===== config.mk =====
export PLATFORM = sky130hd
export DESIGN_NAME = map_hit_arbiter
export DESIGN_NICKNAME = d
export VERILOG_FILES = /design/src/rtl/map_hit_arbiter.sv
export SDC_FILE = /design/constraint.sdc
export NUM_CORES = 1
export LEC_CHECK = 0
export BUFFER_PORTS_ARGS = -buffer_cell sky130_fd_sc_hd__buf_4
export CAP_MARGIN = 5
export CORE_AREA = 2 2 66 68
export CTS_BUF_LIST = sky130_fd_sc_hd__clkbuf_8
export CTS_CLUSTER_DIAMETER = 120
export DETAILED_ROUTE_END_ITERATION = 10
export DIE_AREA = 0 0 68 70
export PLACE_DENSITY = 0.92
export SKIP_LAST_GASP = 1
export SLEW_MARGIN = 0
export SYNTH_ARGS = -nofsm -noshare
export SYNTH_HDL_FRONTEND = slang
export SYNTH_SLANG_ARGS = --single-unit

===== constraint.sdc =====
create_clock -name clk_i -period 2.2 [get_ports clk_i]
set_input_delay 0.33 -clock clk_i [delete_from_list [all_inputs] [get_ports clk_i]]
set_output_delay 0.33 -clock clk_i [all_outputs]
set_load 0.01 [all_outputs]

===== src/rtl/map_hit_arbiter.sv =====
// Round-robin arbiter serialising bullet damage requests onto the tile store RMW port.
// Optional BRICK_TO_AIR_EN: a fully cleared brick is written back as AIR instead of an empty brick.
//
// state | meaning
// IDLE  | arbitrate, accept one request, latch tile and mask
// READ  | drive tile address, store returns word next cycle
// EVAL  | apply mask to returned word, decide outcome
// WRITE | one-cycle write strobe of the updated word
// DONE  | completion pulse and result to the owner
module map_hit_arbiter #(
  parameter int NUM_REQ = 4,
  parameter int MAP_DIM = 13
) (
  input  logic                 clk_i,
  input  logic                 reset_i,
  input  logic [NUM_REQ-1:0]   req_valid_i,
  input  logic [4*NUM_REQ-1:0] req_x_i,
  input  logic [4*NUM_REQ-1:0] req_y_i,
  input  logic [4*NUM_REQ-1:0] req_mask_i,
  output logic [NUM_REQ-1:0]   req_ready_o,
  output logic [NUM_REQ-1:0]   done_o,
  output logic [1:0]           result_o,
  output logic                 busy_o,
  output logic [3:0]           map_x_o,
  output logic [3:0]           map_y_o,
  input  logic [6:0]           map_rd_data_i,
  output logic                 map_we_o,
  output logic [6:0]           map_wr_data_o
);

  localparam int IW = (NUM_REQ > 1) ? $clog2(NUM_REQ) : 1;
  localparam logic [4:0] DIM = 5'(MAP_DIM);

  typedef enum logic [2:0] {S_IDLE, S_READ, S_EVAL, S_WRITE, S_DONE} state_t;

  state_t        state, state_nxt;
  logic [IW-1:0] ptr, owner, grant_idx, cand;
  logic          grant_found;
  logic [3:0]    sel_x, sel_y, sel_mask;
  logic          sel_in_range;
  logic [3:0]    lat_x, lat_y, lat_mask;
  logic          in_range;
  logic [1:0]    result;
  logic [6:0]    wr_word;
  logic [2:0]    rd_type;
  logic [3:0]    rd_state, hit, remain;
  logic [1:0]    eval_result;
  logic          eval_write;
  logic [6:0]    eval_word;

  // Search starts at ptr, which always holds last_grant+1 modulo NUM_REQ.
  always_comb begin
    grant_found = 1'b0;
    grant_idx   = '0;
    cand        = '0;
    for (int i = 0; i < NUM_REQ; i++) begin
      cand = IW'((32'(ptr) + i) % NUM_REQ);
      if (!grant_found && req_valid_i[cand]) begin
        grant_found = 1'b1;
        grant_idx   = cand;
      end
    end
  end

  assign sel_x        = req_x_i[{grant_idx, 2'b00} +: 4];
  assign sel_y        = req_y_i[{grant_idx, 2'b00} +: 4];
  assign sel_mask     = req_mask_i[{grant_idx, 2'b00} +: 4];
  assign sel_in_range = ({1'b0, sel_x} < DIM) && ({1'b0, sel_y} < DIM);

  assign rd_type  = map_rd_data_i[6:4];
  assign rd_state = map_rd_data_i[3:0];
  assign hit      = rd_state & lat_mask;
  assign remain   = rd_state & ~lat_mask;

  always_comb begin
    eval_result = 2'b00;
    eval_write  = 1'b0;
    eval_word   = {3'b000, remain};
    case (rd_type)
      3'b000: begin
        if (hit != 4'b0000) begin
          eval_write = 1'b1;
          if (remain != 4'b0000) begin
            eval_result = 2'b01;
          end else begin
            eval_result = 2'b10;
`ifdef BRICK_TO_AIR_EN
            eval_word = 7'b111_1111;
`else
            eval_word = 7'b000_0000;
`endif
          end
        end
      end
      3'b001:  eval_result = 2'b11;
      default: eval_result = 2'b00;
    endcase
  end

  always_ff @(posedge clk_i) begin
    if (reset_i) begin
      state    <= S_IDLE;
      ptr      <= '0;
      owner    <= '0;
      lat_x    <= '0;
      lat_y    <= '0;
      lat_mask <= '0;
      in_range <= 1'b0;
      result   <= 2'b00;
      wr_word  <= '0;
    end else begin
      state <= state_nxt;
      if (state == S_IDLE && grant_found) begin
        owner    <= grant_idx;
        lat_x    <= sel_x;
        lat_y    <= sel_y;
        lat_mask <= sel_mask;
        in_range <= sel_in_range;
        result   <= 2'b00;
        ptr      <= (grant_idx == IW'(NUM_REQ - 1)) ? '0 : grant_idx + 1'b1;
      end
      if (state == S_EVAL) begin
        result  <= eval_result;
        wr_word <= eval_word;
      end
    end
  end

  always_comb begin
    state_nxt = state;
    case (state)
      S_IDLE:  if (grant_found) state_nxt = sel_in_range ? S_READ : S_DONE;
      S_READ:  state_nxt = S_EVAL;
      S_EVAL:  state_nxt = eval_write ? S_WRITE : S_DONE;
      S_WRITE: state_nxt = S_DONE;
      S_DONE:  state_nxt = S_IDLE;
      default: state_nxt = S_IDLE;
    endcase
  end

  // Outputs are forced to their reset values while reset is high so an
  // in-flight write strobe or completion pulse is suppressed immediately.
  always_comb begin
    req_ready_o   = '0;
    done_o        = '0;
    result_o      = 2'b00;
    busy_o        = 1'b0;
    map_x_o       = 4'd0;
    map_y_o       = 4'd0;
    map_we_o      = 1'b0;
    map_wr_data_o = 7'd0;
    if (!reset_i) begin
      busy_o = (state != S_IDLE);
      if (state != S_IDLE && in_range) begin
        map_x_o = lat_x;
        map_y_o = lat_y;
      end
      case (state)
        S_IDLE:  if (grant_found) req_ready_o = NUM_REQ'(1) << grant_idx;
        S_WRITE: begin
          map_we_o      = 1'b1;
          map_wr_data_o = wr_word;
        end
        S_DONE: begin
          done_o   = NUM_REQ'(1) << owner;
          result_o = result;
        end
        default: ;
      endcase
    end
  end

endmodule


==> metrics <==
Reg power frac approximately 30%; Final setup viols 0; Yosys reg bits 26; latest clock arrival within the worst-skew pair between 0.2 and 0.3 ns; WL/cell 14.1 um; vias in the first global route 2050; fraction of layout instances using a drive strength above 1 40.8%; ant diodes 0; largest area contributor in the netlist dfxtp_1; top-count cell post-synth nand2_1; DP Cell Count 383; initial core utilization a little under half; Global Route Usage Sum 23.1%; area delta synth->final 44.4%; number of CTS-inserted buffers 3; fin cells 390; WHS 0.362 ns; htree depth 1; Hold Vio Cnt, Final 0; full die area 0.00476 mm2; CP Data Arrival Time 1.85 ns; CTS tree built; Sw Pwr 990 uW; CTS clk-pin slew, worst paths 0.09 ns; Top Ports 88; Post-synth top flop dfxtp_1; min Tclk post-route 2.18 ns; nets@finish 404; CP most frequent cell buf_4; Tightest Hold Check Type input pin to register; Core Area 0.00414 mm2; max-cap check violation count 0; gr ovfl total 0; Synth Area in Adders 2.64%; crit path buf inv count 3; CTS sink cnt 26; Worst Path Max Fanout 5; largest family of logic cells by synthesized area simple AND/OR/NAND/NOR gates; pin count of the biggest net entering global routing 31; register area 528 um2; register area share after synthesis 27.4%; DR DRC count 0; CTS Hold Bufs 0; Post-synth EDFFs 0; Max IR drop VDD 0.000613 V; initial antenna violation count 0; clock skew 0.00532 ns; final WL 5480 um; worst path required time around 1.9 ns; post-route setup TNS 0 ns; die width approximately 70 um; Area contributors post-synth dfxtp_1 (27%), nand3_1 (6.3%), nand2_1 (5.7%); DRT iter0 DRCs around 120; Critical Path Max Stage Delay approximately 0.37 ns; number of distinct library cells after synthesis between 50 and 60; leakage power total ~1.3 nW; row count 24; Final Power 2.49 mW; post-route ant nets 0; CP Launch Type register; Synth Instances 247; cells along the critical path nand2b_4 -> a21oi_2 -> a211o_1 -> inv_2 -> buf_4 -> ha_1 -> and2_1 -> buf_4; Longest Clk Path Bufs 2; gp weighted congestion between 0.8 and 0.9; critical path type register to primary output; Compound-Gate Fraction of Synth Area 19.2%; status finished clean; Buffers on Ports 84; Slew Limit Fails 0; RSZ-0062 raised after global routing yes; endpoint type of the worst setup path primary output; Synth top area share approximately 27%; XOR/XNOR share of the synthesized area 0%; first-pass GRT wire length around 8700 um; Slew HR 63.8%; Clock Tree Root clkbuf_8; routed vias 2154; synthesized cell area 0.00190 mm2; yosys warns 0; die height 70 um; Synth Area in Simple Gates 37.4%; fillers 350; Multi-input gate area 0.00128 mm2; crit share post-route 99.0%; delay-heaviest family, CP buffers and inverters; Switching Share 39.8%; Avg Cell Area, Syn 7.68 um2; Post-synth top cells nand2_1 (29), dfxtp_1 (26), nand3_1 (24); Clk pwr share 15.8%; DRT Pass-1 Iters 4; Via density 5.52; Fmax 0.459 GHz; post-synthesis mux area share 5.93%; internal power 1.50 mW; Comb power frac a little under three fifths; Pwr per Cell Area 908 mW/mm2; Slew @ Worst Pin 0.541 ns; hpwl dp roughly 4200 um; slowest CP cell dfxtp_4; FFs w/ async S/R, synth 0%
[kinds of logic (layout without fill, tap and decap cells)]
kind of cell               Yosys count  count (layout)
and+or+nand+nor                    133             133
DFF                                 26              26
adders and majority gates            4               4
buffers and inverters               20             109
muxes                               11              11
AOI/OAI and AO/OA                   52              52
other                                1               3
[through the flow]
stage | instance area, um2 | utilization, % | setup slack, ns
global route | 2740 | 66.2 | -0.0247
floorplan | 1910 | - | 0.194
detailed placement | 2610 | 62.9 | -0.00136
finish | 2740 | 66.2 | 0.0213
global placement | 2610 | 62.9 | 0.0363
CTS | 2720 | 65.5 | 0.00918
[cells in the final DEF (no fill, tap or decap), types with 2 or more instances in the layout]
cell,n
buf_4,97
nand2_1,29
nand3_1,24
dfxtp_1,24
nor2_1,21
a21oi_1,16
and3_1,12
o21ai_0,11
nor3_1,10
and2_1,10
mux2i_1,9
and3_2,8
nor2b_1,5
inv_1,3
ha_1,3
conb_1,3
clkbuf_8,3
nor2b_4,2
a21oi_2,2
a211o_1,2
mux2_2,2
o21a_1,2
a211oi_2,2
o21ai_1,2
buf_6,2
dfxtp_4,2
[path summary, 6_finish.rpt]
check | slack (ns) | startpoint | cells after the start | end
hold reg to reg | 0.46 | result[1] | 2 | result[1]
setup / recovery | 0.02 | ptr[0] | 8 | req_ready_o[1]
setup reg to reg | 0.10 | ptr[1] | 9 | state[0]
hold / removal | 0.36 | map_rd_data_i[6] | 4 | result[0]
[registers in the layout (all words and copies together) (netlist names)]
| signal | flops |
|---|---|
| lat_x | 4 |
| state | 3 |
| lat_mask | 4 |
| in_range | 1 |
| owner | 2 |
| ptr | 2 |
| wr_word | 4 |
| lat_y | 4 |
| result | 2 |
[worst reg2reg max path, delay by kind of cell (launching register included)]
kind / cells / cell delay [ns]
compound gates: 6 / 1.27
buf+inv: 2 / 0.28
flops: 1 / 0.36
simple gates: 1 / 0.06
[power groups by stage]
| stage | clock network, mW | registers (mW) | logic (mW) |
|---|---|---|---|
| detailed placement | 0 | 0.729 | 1.28 |
| finish | 0.392 | 0.726 | 1.37 |
| global route | 0.413 | 0.742 | 1.51 |
| global placement | 0 | 0.721 | 1.24 |
| CTS | 0.393 | 0.718 | 1.33 |
| floorplan | 0 | 0.697 | 0.907 |
[layout make-up]
class,count,share of cell area [%]
Multi-Input combinational cell,203,46.8
Timing Repair Buffer,100,28.1
Sequential cell,26,19.3
Tap cell,52,2.37
Clock buffer,3,1.51
Clock inverter,1,1.10
Inverter,5,0.867
[what timing repair did]
item / CTS / global route
pin swaps: 3 / 3
setup buffers: 2 / 2
setup endpoints to repair: 4 / 6
gates resized for setup: 7 / 5
[per-layer routing]
metal / track usage (%) / wire [um] / vias up / part of all wire [%]
li1: - / - / 1058 / -
met1: 28.5 / 2220 / 994 / 40
met2: 40.2 / 2820 / 88 / 51
met3: 4.35 / 323 / 14 / 5.9
met4: 6.00 / 116 / 0 / 2.1
met5: 0 / 0 / - / 0
(Power assumes the default switching activity.)
